`config.mk`:
```
export PLATFORM = sky130hd
export DESIGN_NAME = ram_16x8_flat
export DESIGN_NICKNAME = d
export VERILOG_FILES = /design/src/rtl/ram_pkg.sv /design/src/rtl/ram_16x8_if.sv /design/src/rtl/ram_16x8.sv /design/src/flat_wrapper.sv
export SDC_FILE = /design/constraint.sdc
export NUM_CORES = 1
export LEC_CHECK = 0
export CORE_ASPECT_RATIO = 0.75
export CORE_MARGIN = 3
export CORE_UTILIZATION = 60
export DETAILED_ROUTE_END_ITERATION = 8
export HOLD_SLACK_MARGIN = 0.03
export PLACE_DENSITY = 0.81
export SETUP_SLACK_MARGIN = 0.5
export SKIP_LAST_GASP = 1
export SLEW_MARGIN = 20
export SYNTH_ARGS = -nofsm -noshare
export SYNTH_HDL_FRONTEND = slang
export SYNTH_SLANG_ARGS = --single-unit
```
`constraint.sdc`:
```
create_clock -name clk -period 1.95 [get_ports clk]
set_input_delay 0.39 -clock clk [delete_from_list [all_inputs] [get_ports clk]]
set_output_delay 0.39 -clock clk [all_outputs]
set_load 0.03 [all_outputs]
```
`src/rtl/ram_pkg.sv`:
```
// ram_pkg: shared defaults for ram_16x8 (address width, data width, depth)
package ram_pkg;
  localparam int RAM_ADDR_WIDTH = 4;
  localparam int RAM_DATA_WIDTH = 8;
  localparam int RAM_DEPTH = 1 << RAM_ADDR_WIDTH;
endpackage

```
`src/rtl/ram_16x8_if.sv`:
```
// ram_16x8_if: RAM bus; master drives wr_enb/wr_addr/wr_data/rd_enb/rd_addr, slave returns rd_data/rd_valid
interface ram_16x8_if import ram_pkg::*; #(
  parameter int ADDR_WIDTH = RAM_ADDR_WIDTH,
  parameter int DATA_WIDTH = RAM_DATA_WIDTH
);
  logic                  wr_enb;
  logic [ADDR_WIDTH-1:0] wr_addr;
  logic [DATA_WIDTH-1:0] wr_data;
  logic                  rd_enb;
  logic [ADDR_WIDTH-1:0] rd_addr;
  logic [DATA_WIDTH-1:0] rd_data;
  logic                  rd_valid;
  modport master (output wr_enb, wr_addr, wr_data, rd_enb, rd_addr, input rd_data, rd_valid);
  modport slave (input wr_enb, wr_addr, wr_data, rd_enb, rd_addr, output rd_data, rd_valid);
endinterface

```
`src/rtl/ram_16x8.sv`:
```
// ram_16x8: DEPTH x DATA_WIDTH sync RAM, ports clk, rst (sync active-high), bus (slave: write port, registered read port with rd_valid); define RAM_WR_FWD_EN to forward same-address same-cycle write data to the read
module ram_16x8 import ram_pkg::*; #(
  parameter int ADDR_WIDTH = RAM_ADDR_WIDTH,
  parameter int DATA_WIDTH = RAM_DATA_WIDTH,
  parameter int DEPTH = RAM_DEPTH
) (
  input logic clk,
  input logic rst,
  ram_16x8_if.slave bus
);
  logic [DATA_WIDTH-1:0] mem [DEPTH];
  logic [ADDR_WIDTH-1:0] wr_addr;
  logic [ADDR_WIDTH-1:0] rd_addr;
  logic [DATA_WIDTH-1:0] rd_word;
  assign wr_addr = bus.wr_addr;
  assign rd_addr = bus.rd_addr;
`ifdef RAM_WR_FWD_EN
  assign rd_word = (bus.wr_enb && wr_addr == rd_addr) ? bus.wr_data : mem[rd_addr];
`else
  assign rd_word = mem[rd_addr];
`endif
  always_ff @(posedge clk) begin
    if (rst) begin
      for (int i = 0; i < DEPTH; i++) mem[i] <= '0;
      bus.rd_data <= '0;
      bus.rd_valid <= 1'b0;
    end else begin
      if (bus.wr_enb) mem[wr_addr] <= bus.wr_data;
      if (bus.rd_enb) bus.rd_data <= rd_word;
      bus.rd_valid <= bus.rd_enb;
    end
  end
endmodule

```
`src/flat_wrapper.sv`:
```
// flat-port wrapper written by rule: the top's interface ports become plain ports
module ram_16x8_flat import ram_pkg::*;
#(
  parameter int ADDR_WIDTH = RAM_ADDR_WIDTH,
  parameter int DATA_WIDTH = RAM_DATA_WIDTH,
  parameter int DEPTH = RAM_DEPTH
)
  (clk, rst, bus_wr_enb, bus_wr_addr, bus_wr_data, bus_rd_enb, bus_rd_addr, bus_rd_data, bus_rd_valid);
  ram_16x8_if #(.ADDR_WIDTH(ADDR_WIDTH), .DATA_WIDTH(DATA_WIDTH)) bus_i ();
  input logic clk;
  input logic rst;
  input wire logic [$bits(bus_i.wr_enb)-1:0] bus_wr_enb;
  input wire logic [$bits(bus_i.wr_addr)-1:0] bus_wr_addr;
  input wire logic [$bits(bus_i.wr_data)-1:0] bus_wr_data;
  input wire logic [$bits(bus_i.rd_enb)-1:0] bus_rd_enb;
  input wire logic [$bits(bus_i.rd_addr)-1:0] bus_rd_addr;
  output wire logic [$bits(bus_i.rd_data)-1:0] bus_rd_data;
  output wire logic [$bits(bus_i.rd_valid)-1:0] bus_rd_valid;
  assign bus_i.wr_enb = bus_wr_enb;
  assign bus_i.wr_addr = bus_wr_addr;
  assign bus_i.wr_data = bus_wr_data;
  assign bus_i.rd_enb = bus_rd_enb;
  assign bus_i.rd_addr = bus_rd_addr;
  assign bus_rd_data = bus_i.rd_data;
  assign bus_rd_valid = bus_i.rd_valid;
  ram_16x8 #(.ADDR_WIDTH(ADDR_WIDTH), .DATA_WIDTH(DATA_WIDTH), .DEPTH(DEPTH)) u_core (.clk(clk), .rst(rst), .bus(bus_i));
endmodule
```
==> results summary, run 1 <==
The placer's final routability congestion estimate came out at 0.924. The die covers 11700 sq um. The HPWL reported at the end of detailed placement is 10.9 mm. The worst setup margin came out at 0.483 ns. For this run, the number of Yosys warnings is 0. The count of flip-flops with a built-in enable after synthesis came out at 128.

The final wirelength is 16.0 mm. Summed over its instances, the top area cell type makes up 61.5% of the synthesized netlist area. The combined area of the multi-input logic cells is 2240 sq um. The number of levels in the clock H-tree is 4. The most used flip-flop cell after synthesis is edfxtp_1. The wire length of the first global-routing pass is 24.9 mm. Relative to the synthesized area, the layout overhead comes to 23.9%. STA classifies the critical path startpoint as a primary input. The combined global-route utilization of all metal layers is 30.2%. Setup repair after global routing could not meet its margin everywhere. The clock skew after layout came out at 0.00458 ns. The most critical setup path has its startpoint at bus_rd_addr[3].

The hold buffer count at cts is 0. In this run the worst path has a maximum fanout of 8. In this run the most critical hold path is launched from rst. The sequential cell area fraction in the yosys report came out at 64.3%. By count the netlist is led by and2_1 (129), edfxtp_1 (128), mux2i_1 (64). The post-detailed-route count of antenna-violating nets is 0. The number of buffers created by CTS came out at 17. The first detailed-routing pass ran for 5 iterations. In the routed design, unresolved DRC markers number 0.

The internal power component is 6.13 mW. The share of layout cells above drive strength 1 came out at 22.7%. The sequential group share of total power came out at 44.4%. Entering global routing, the biggest net connects 23 pins. The average footprint of a synthesized cell is 13.2 sq um. The most common cell in the synthesized netlist is and2_1. The routed length per placed instance came out at 23.2 microns. The synthesized netlist contains 21 unique library cells. The number of endpoints with negative hold slack in the final report came to 0. The leakage dissipation came out at 3.03 nW. The tree is rooted in a clkbuf_16. The areal power density over the cells came out at 1000 nW/um^2.

The worst setup path is of the primary input to flop kind. The maximum frequency from static timing analysis came out at 0.682 GHz. Summed over all instances, the cell type with the most area after synthesis is edfxtp_1.

The number of cell rows is 31. At the worst endpoint, the required time is 2.31 ns. The count of pins over their slew limit came out at 0. Global routing finished with a remaining overflow of 0. The total area of sequential cells is 4030 sq um. The post-synth net total came out at 493.

The normalized max-slew margin came out at 51.7%. After filler insertion, the fill cell instance count of the layout stands at 593. The first-iteration detailed-routing DRC count is 518. At the end of the flow, the number of nets in the layout was 563. The CTS tree is done. The worst setup path is captured at a flop. The share of flip-flops with an asynchronous set or reset after synthesis is 0%. The clock insertion delay at the later pin of the skew report came out at 0.42 ns. The net load switching power came out at 1.65 mW. In this run the count of I/O pins placed on the die edge is 29. The gate count after technology mapping came out at 473. The detail-routed via count per cell came out at 6.08. The peak supply drop came out at 0.000950 V. The initial core utilization came out at 63.2%. Max-cap violations in this run came to 0. The share of power burned in combinational logic came out at 8.0%. Subtracting the final worst setup slack from the clock period gives 1.47 ns. The number of global-route vias before repair is 4252. The die outline height came out at 94.4 microns. The number of port buffers is 28. The switching power as a share of total power is 21.2%. The clock passes through at most 2 buffers. The setup-violating endpoint count in the final report came out at 0. The count of clock tree sinks came out at 137. The number of flip-flops and latches in the synthesized netlist is 137. The launching point of the worst reg2reg path is u_core.mem[14][5].

In this run the worst hold path is classified as primary input to flop. The data arrival time of the critical path came out at 1.83 ns. After synthesis the cells add up to 6250 sq um.

The aggregate negative setup slack is 0 ns. The routed layout has 4183 vias. The worst slack at placement came out at -0.258 ns.

At the pin with the least slew margin, the transition time is 0.722 ns. The die extent in x came out at 124 microns. After synthesis, the cell types taking the most area are edfxtp_1 (61%), and2_1 (13%), mux2i_1 (10%), dfxtp_1 (2.9%), a22oi_1 (2.9%). The clock share of power is 47.6%. The placeable core region is 9890 sq um.

The count of antenna diodes in the layout came out at 0. The run finished with clean final reports. The share of the cycle needed by the critical path after routing came out at 75.2%. The post-CTS clock slew at the launch and capture registers of the worst setup and hold paths is 0.06 ns. The number of antenna violations at the first check in global routing was 0.
## metrics by stage
stage / hold WS (ns) / utilization, % / total power, mW / area (sq um) / instances
2_1_floorplan: 0.469 / - / 3.81 / 6310 / 473
3_3_place_gp: 0.487 / 71.1 / 4.09 / 7030 / 654
3_5_place_dp: 0.480 / 71.1 / 4.12 / 7030 / 654
4_1_cts: 0.403 / 78.1 / 7.76 / 7720 / 688
5_1_grt: 0.430 / 78.3 / 7.96 / 7750 / 688
6_report: 0.417 / 78.3 / 7.78 / 7750 / 688
## sequential cells by signal, summed over array words and instances (netlist names)
name                 count
u_core.mem             128
u_core.bus.rd_valid      1
u_core.bus.rd_data       8
## layout by cell type (no fill, tap or decap), types with 3 or more instances in the layout
| cell | synthesis | routed |
|---|---|---|
| dfxtp_1 | 9 | 8 |
| a22oi_2 | 0 | 4 |
| buf_12 | 0 | 4 |
| or2_2 | 16 | 6 |
| clkinv_1 | 0 | 3 |
| nor2_4 | 0 | 4 |
| buf_4 | 0 | 45 |
| mux2i_1 | 64 | 64 |
| a21oi_1 | 8 | 8 |
| nor2b_1 | 4 | 3 |
| a22oi_1 | 24 | 20 |
| edfxtp_1 | 128 | 128 |
| nor2_1 | 11 | 8 |
| dlygate4sd2_1 | 0 | 3 |
| nand2_1 | 17 | 16 |
| clkbuf_16 | 0 | 17 |
| or2_4 | 0 | 10 |
| buf_2 | 7 | 10 |
| nand3_1 | 24 | 24 |
| bufinv_16 | 0 | 7 |
| clkdlybuf4s50_1 | 0 | 11 |
| and2_1 | 129 | 128 |
## cell families after synthesis
family / after synthesis / share of synthesized area [%]
and+or+nand+nor: 215 / 20.2
AOI/OAI and AO/OA: 32 / 3.52
muxes: 64 / 10.2
DFF: 137 / 64.3
buffers and inverters: 25 / 1.64
## power by group through the flow
| stage | clock (mW) | sequential, mW | combinational, mW |
|---|---|---|---|
| after detailed placement | 0 | 3.51 | 0.607 |
| final | 3.71 | 3.45 | 0.623 |
| after floorplan | 0 | 3.51 | 0.293 |
| after CTS | 3.70 | 3.45 | 0.605 |
| after global routing | 3.84 | 3.46 | 0.657 |
| after global placement | 0 | 3.50 | 0.595 |
## area by class of cell
| cell class | count | area share [%] |
|---|---|---|
| flip-flops and latches | 137 | 52.0 |
| clock inverters | 14 | 3.25 |
| repair buffers | 76 | 8.19 |
| multi-input cells | 311 | 28.9 |
| clock buffers | 18 | 5.54 |
| well taps | 132 | 2.13 |
## final timing paths
kind	end	slack [ns]	depth (start not counted)
max	u_core.bus.rd_data[3]	0.48	7
min	u_core.bus.rd_valid	0.42	3
max reg2reg	u_core.bus.rd_data[5]	0.80	4
min reg2reg	u_core.bus.rd_data[1]	0.49	2
## layer usage
layer	global-route usage [%]	up-vias	share of wire [%]
li1	-	1845	-
met3	10.8	37	11
met4	9.95	0	2.4
met1	41.6	2049	40
met2	45.0	252	46
met5	0	-	0
## critical path: stages
cell             delay [ns]
clkdlybuf4s50_1        0.57
nor2b_1                0.09
buf_4                  0.16
buf_4                  0.15
a21oi_1                0.24
nand3_1                0.13
nand3_1                0.10
## what timing repair did
action / CTS / global route
setup buffers: 2 / 0
resized for setup: 78 / 7
setup endpoints to repair: 268 / 17
hold endpoints to repair: 0 / 0
pin swaps: 9 / 3
No activity file was read; power rests on OpenSTA's default activity.
==> run 2, diff against run 1 <==
clock period = 1.5 ns   (was 1.95 ns; I/O delays follow)
==> results summary, run 2 (synthesis results as in run 1) <==
The via count came out at 4632. The total area of sequential cells came out at 4040 sq um. For this design the ratio of total power to cell area is 1140 nW/um^2. The worst hold path was traced through 5 stages. The aggregate negative setup slack is 0 ns. The placer's final routability congestion estimate is 0.900. The path with the worst hold slack has its endpoint at u_core.bus.rd_valid. Setup repair after global routing could not meet its margin everywhere.

After routing the design area is 8640 sq um. The number of cell rows is 31. The depth of the most critical reg-to-reg path came out at 4. The die outline height came out at 94.4 microns. Setup violations remaining at the end of the flow were counted as 0.

The switching power as a share of total power is 24.0%. At the end of the flow, the number of nets in the layout was 590. The combined area of the multi-input logic cells is 2750 sq um. The reg-to-reg endpoint is u_core.bus.rd_data[5]. The count of pins over their slew limit is 0. At the worst endpoint, the arrival time is 1.60 ns. Buffers placed on the I/O ports in this run total 28. The number of design rule violations left after detail routing is 0. The tree is rooted in a clkbuf_16. The clock skew after layout is 0.0120 ns. The internal power component is 7.47 mW. On the final layout, the worst hold slack is 0.414 ns.

The placeable core region is 9890 sq um. The die extent in x is 124 microns. The worst setup margin is 0.182 ns. The normalized max-slew margin is 75.1%. In this run the power spent charging and discharging nets is 2.35 mW. The number of buffers created by CTS is 17.

The sequential group share of total power is 46.1%. The cell area after placement is 7270 sq um. The share of the cycle needed by the critical path after routing came out at 87.9%.

The register-to-register setup slack is 0.32 ns. The first-pass iteration count of the detailed router came out at 5. The final core utilization is 87.4%.

The area of the die came out at 11700 sq um. For this configuration, the core starts out at a cell density of 63.2%. The count of clock tree sinks came out at 137. The share of layout cells above drive strength 1 is 46.7%. The clock share of power is 42.7%. The worst setup path is captured at a flop. The count of antenna diodes in the layout is 0.

The routed length per placed instance is 27.4 microns. The critical path is of the primary input to flop type. The required time reported for the critical path endpoint came out at 1.79 ns. The area growth from synthesis to layout is 38.2%. The final wirelength came out at 19.6 mm. The first-iteration detailed-routing DRC count is 640. The register with the most flip-flops in the layout has 128 of them. The first global-routing pass estimated 25.1 mm of wire. The post-detailed-route count of antenna-violating nets came out at 0. The post-CTS clock slew at the launch and capture registers of the worst setup and hold paths came out at 0.06 ns.

The number of global-route vias before repair came out at 4293. The leakage dissipation came out at 3.32 nW. At the pin with the least slew margin, the transition time is 0.366 ns.

Global routing consumed, over all layers together, 30.7% of the routing resources. The share of power burned in combinational logic came out at 11.3%. The total of max-cap violations is 0. The largest net degree at the start of global routing came out at 27. In the routed layout, each cell is associated on average with a via count of 6.49. In this run the worst hold path is classified as primary input to flop. The worst slack at placement is -0.642 ns. Once detailed placement completed, the half-perimeter wirelength came to 10.3 mm. The peak supply drop came out at 0.000859 V. The clock insertion delay at the later pin of the skew report came out at 0.43 ns. In the layout the commonest cells are edfxtp_1 (128), and2_1 (75), and2_4 (54). The minimum period implied by the final worst setup slack is 1.32 ns.

In this run the critical register-to-register path is launched from u_core.mem[5][5]. The number of endpoints with negative hold slack in the final report is 0. The maximum frequency from static timing analysis is 0.759 GHz. The type of origin of the critical path is a primary input.

The number of antenna violations at the first check in global routing came to 0. The maximum count of clock buffers along a single path is 2. The top-level port count is 29. More flip-flops sit in one register than any other, and that register is u_core.mem.

The critical-path maximum fanout came out at 8. The number of levels in the clock H-tree came out at 4. In the final layout, the registers with the most flip-flops are u_core.mem: 128 flops, u_core.bus.rd_data: 8 flops, u_core.bus.rd_valid: 1 flops. The run finished with clean final reports.

The startpoint identified for the worst hold timing path is rst. TritonCTS built the clock tree. The total congestion overflow after global routing is 0. The leading cell type in the layout, fill and taps excluded is edfxtp_1.

The number of inserted filler cells in the final layout came out at 388.
run 2: power by group through the flow:
stage	Clock, mW	Sequential (mW)	Combinational, mW
floorplan	0	4.57	0.454
global placement	0	4.55	0.833
detailed placement	0	4.56	0.854
CTS	4.13	4.49	0.932
global route	4.33	4.53	1.14
finish	4.19	4.52	1.11
run 2: worst max-delay path, cell delays in order:
cell and delay [ns]:
buf_6 0.10, or4b_4 0.63, nor3_4 0.16, buf_4 0.13
buf_6 0.12, and2_1 0.14
run 2: worst max-delay path by stage:
stage,start,to,slack [ns],cells after the start
2_1_floorplan,bus_wr_addr[2],u_core.mem[1][0],-0.08,3
3_3_place_gp,bus_wr_enb,u_core.mem[0][6],-0.62,4
3_5_place_dp,bus_wr_enb,u_core.mem[1][4],-0.64,4
4_1_cts,rst,u_core.mem[0][5],0.21,4
5_1_grt,bus_wr_addr[3],u_core.mem[0][0],0.17,6
6_report,bus_wr_addr[3],u_core.mem[0][0],0.18,6
run 2: metal layers:
layer	GRT usage [%]	wire [microns]	part of all wire [%]
met1	42.7	7510	38
met2	45.8	8910	45
met3	9.82	2150	11
met4	11.2	1020	5.2
met5	0	0	0
run 2: area by class of cell:
| cell class | count | share of cell area [%] |
|---|---|---|
| Sequential cell | 137 | 46.7 |
| Multi-Input combinational cell | 311 | 31.8 |
| Timing Repair Buffer | 103 | 12.9 |
| Clock buffer | 17 | 4.92 |
| Tap cell | 132 | 1.91 |
| Clock inverter | 14 | 1.81 |
run 2: per-stage QoR:
step | power, mW | cells
6_report | 9.82 | 714
3_3_place_gp | 5.38 | 661
4_1_cts | 9.55 | 704
3_5_place_dp | 5.41 | 661
2_1_floorplan | 5.02 | 473
5_1_grt | 10.0 | 714
run 2: repair_timing:
item                                    CTS  global route
hold buffers                              0             0
gates resized for setup                 150           117
pin swaps                                41            54
cloned                                    1             0
buffers inserted                         11            10
endpoints found under the setup margin  273           273
==> run 3, diff against run 2 <==
CORE_UTILIZATION = 44   (was 60)
PLACE_DENSITY = 0.63   (was 0.81)
==> results summary, run 3 (synthesis results as in run 1) <==
The run finished with clean final reports. The clock skew after layout came out at 0.00772 ns. The number of design rule violations left after detail routing is 0. In the final layout, the multi-input gates occupy 2740 sq um. The number of flip-flops under the largest register name came out at 128. The pin slew with the least headroom to its limit is 0.390 ns.

Setup repair after global routing could not meet its margin everywhere. For this design the ratio of total power to cell area is 1140 nW/um^2. The met3 routed wirelength came out at 1.11 mm. The die extent in x is 144 microns. The worst hold path was traced through 3 stages. The number of port buffers is 28. The clock insertion delay at the later pin of the skew report came out at 0.42 ns. The type of origin of the critical path is a primary input. 0 antenna diodes ended up in the layout. The final layout contains 592 nets.

The largest net degree at the start of global routing came out at 17. The detailed-routing wirelength on met1 is 7.20 mm. The library cells used most frequently in the layout, excluding fill and tap cells, are edfxtp_1 (128), and2_4 (82), mux2i_1 (55). The length of routed met2 wiring came out at 7.17 mm. The number of levels in the clock H-tree is 4.

In this run the top signal layer used is met4. The share of layout cells above drive strength 1 came out at 50.8%. The region available for standard cell placement spans 13800 sq um. The maximum frequency from static timing analysis came out at 0.798 GHz. The maximum count of clock buffers along a single path came out at 2. The depth of the most critical reg-to-reg path is 5. Walking the worst path, the cells encountered are buf_6 -> or4b_4 -> nor2_2 -> or2_4. The critical-path maximum fanout is 8.

For hold timing, the worst endpoint is u_core.mem[2][5]. On the critical path, the stage with the largest delay is an instance of or4b_4. The nature of the critical path endpoint is a flop. The number of antenna violations at the first check in global routing was 0.

After detailed routing, the average wire length per cell comes to 20.7 microns. The first-iteration detailed-routing DRC count is 317. The total area of sequential cells came out at 4040 sq um. The largest single stage delay on the critical path is 0.60 ns. The number of inserted filler cells in the final layout came out at 1028. The area of the die is 15700 sq um. The worst hold slack came out at 0.410 ns. Ranked by flip-flop count, first place goes to u_core.mem. The count of pins over their slew limit was 0. The final core utilization came out at 63.3%. The tightest min-delay check is of the primary input to flop type. CTS placed an instance of clkbuf_16 at the clock tree root. During I/O placement, the number of pins put on the boundary was 29.

For this design the static power due to leakage is 3.40 nW. The share of the cycle needed by the critical path after routing came out at 83.5%. The clock net in this run drives a total of 137 sinks. The classification of the worst setup path is primary input to flop. The post-CTS clock slew at the launch and capture registers of the worst setup and hold paths came out at 0.06 ns.

The number of buffers created by CTS is 17. Max-cap violations in this run came to 0. Setup violations remaining at the end of the flow were counted as 0. In the final layout, the registers with the most flip-flops are u_core.mem: 128 flops, u_core.bus.rd_data: 8 flops, u_core.bus.rd_valid: 1 flops. In this run the critical register-to-register path is captured at u_core.bus.rd_data[6]. The combined global-route utilization of all metal layers is 21.1%. The hold buffer count at cts came out at 0. The placer's final routability congestion estimate came out at 0.781. The normalized max-slew margin is 74.0%. The minimum period implied by the final worst setup slack came out at 1.25 ns. The first-pass iteration count of the detailed router came out at 5. For the worst setup path, the data arrival time is 1.37 ns. The HPWL reported at the end of detailed placement came out at 10.7 mm. The final wirelength came out at 15.7 mm. For the worst setup path, the data required time is 1.62 ns. The peak supply drop came out at 0.000799 V. In this run the critical register-to-register path is launched from u_core.mem[9][6]. The leading cell type in the layout, fill and taps excluded is edfxtp_1.

The number of global-route vias before repair is 4228. The number of cell rows is 37. The register-to-register setup slack came out at 0.40 ns. The count of nets left with antenna violations once routing finished came out at 0.

The first global-routing pass estimated 23.8 mm of wire. The number of endpoints with negative hold slack in the final report came to 0. The area growth from synthesis to layout is 39.6%. TritonCTS built the clock tree.

The initial core utilization is 45.3%. The startpoint identified for the worst hold timing path is rst. For this run the aggregate overflow at the end of global routing stands at 0. The detail-routed via count per cell came out at 5.33. The critical path buffer and inverter count is 1. The via count came out at 4050. The kind of cell with the highest combined delay along the critical path is simple AND/OR/NAND/NOR gates. The die outline height is 109 microns.
==> run 3: changes by cell type in the layout (fill, tap and decap cells not counted), moves of 5 or more <==
cell,delta
mux2i_1,+6
and2_4,+28
nand3_2,+8
buf_4,+6
a22oi_1,+5
a21oi_1,+7
nand3_1,-9
and2_1,-28
a22oi_2,-5
==> run 3: metal layers <==
layer / track usage [%] / up-vias
met5: 0 / -
met2: 31.2 / 131
met4: 7.39 / 0
li1: - / 1907
met1: 30.1 / 1990
met3: 5.92 / 22
==> run 3: how the worst max path moves through the flow <==
stage                   startpoint               end  cells after the start
floorplan           bus_wr_addr[2]  u_core.mem[1][0]                      3
global placement               rst  u_core.mem[0][0]                      4
detailed placement             rst  u_core.mem[0][6]                      4
CTS                 bus_wr_addr[2]  u_core.mem[0][2]                      4
global route        bus_wr_addr[2]  u_core.mem[5][5]                      9
finish              bus_wr_addr[3]  u_core.mem[2][1]                      4
==> run 3: layout make-up <==
| class | instances | share of cell area (%) |
|---|---|---|
| sequential | 137 | 46.2 |
| multi-input combinational | 311 | 31.4 |
| timing repair buffer | 105 | 12.7 |
| clock buffer | 18 | 4.92 |
| tap | 175 | 2.51 |
| clock inverter | 14 | 2.24 |
==> run 3: power breakdown <==
part           switching [mW]  leakage, nW  internal, mW
Sequential             0.0857         1.30          4.40
Combinational           0.554         1.80         0.468
Clock                    1.61        0.305          2.79
==> run 3: timing repair <==
| item | 4_1_cts | 5_1_grt |
|---|---|---|
| cloned | 1 | 0 |
| pin swaps | 74 | 32 |
| endpoints found under the setup margin | 274 | 273 |
| setup buffers | 7 | 5 |
| gates resized for setup | 206 | 64 |
==> run 3: tightest hold or removal path: stages <==
cell	delay [ns]
buf_6	0.09
buf_4	0.12
or2_4	0.18
==> run 3: metrics by stage <==
stage                     cells  setup WS [ns]  setup TNS, ns  instance area (sq um)  total power [mW]
after floorplan             473        -0.0758          -3.58                   6580              5.02
after global placement      715         -0.531         -92.86                   7420              5.42
after detailed placement    715         -0.566         -99.88                   7420              5.44
after CTS                   755          0.218              0                   8490              9.92
after global routing        760          0.226              0                   8730              10.2
final                       760          0.248              0                   8730              9.92
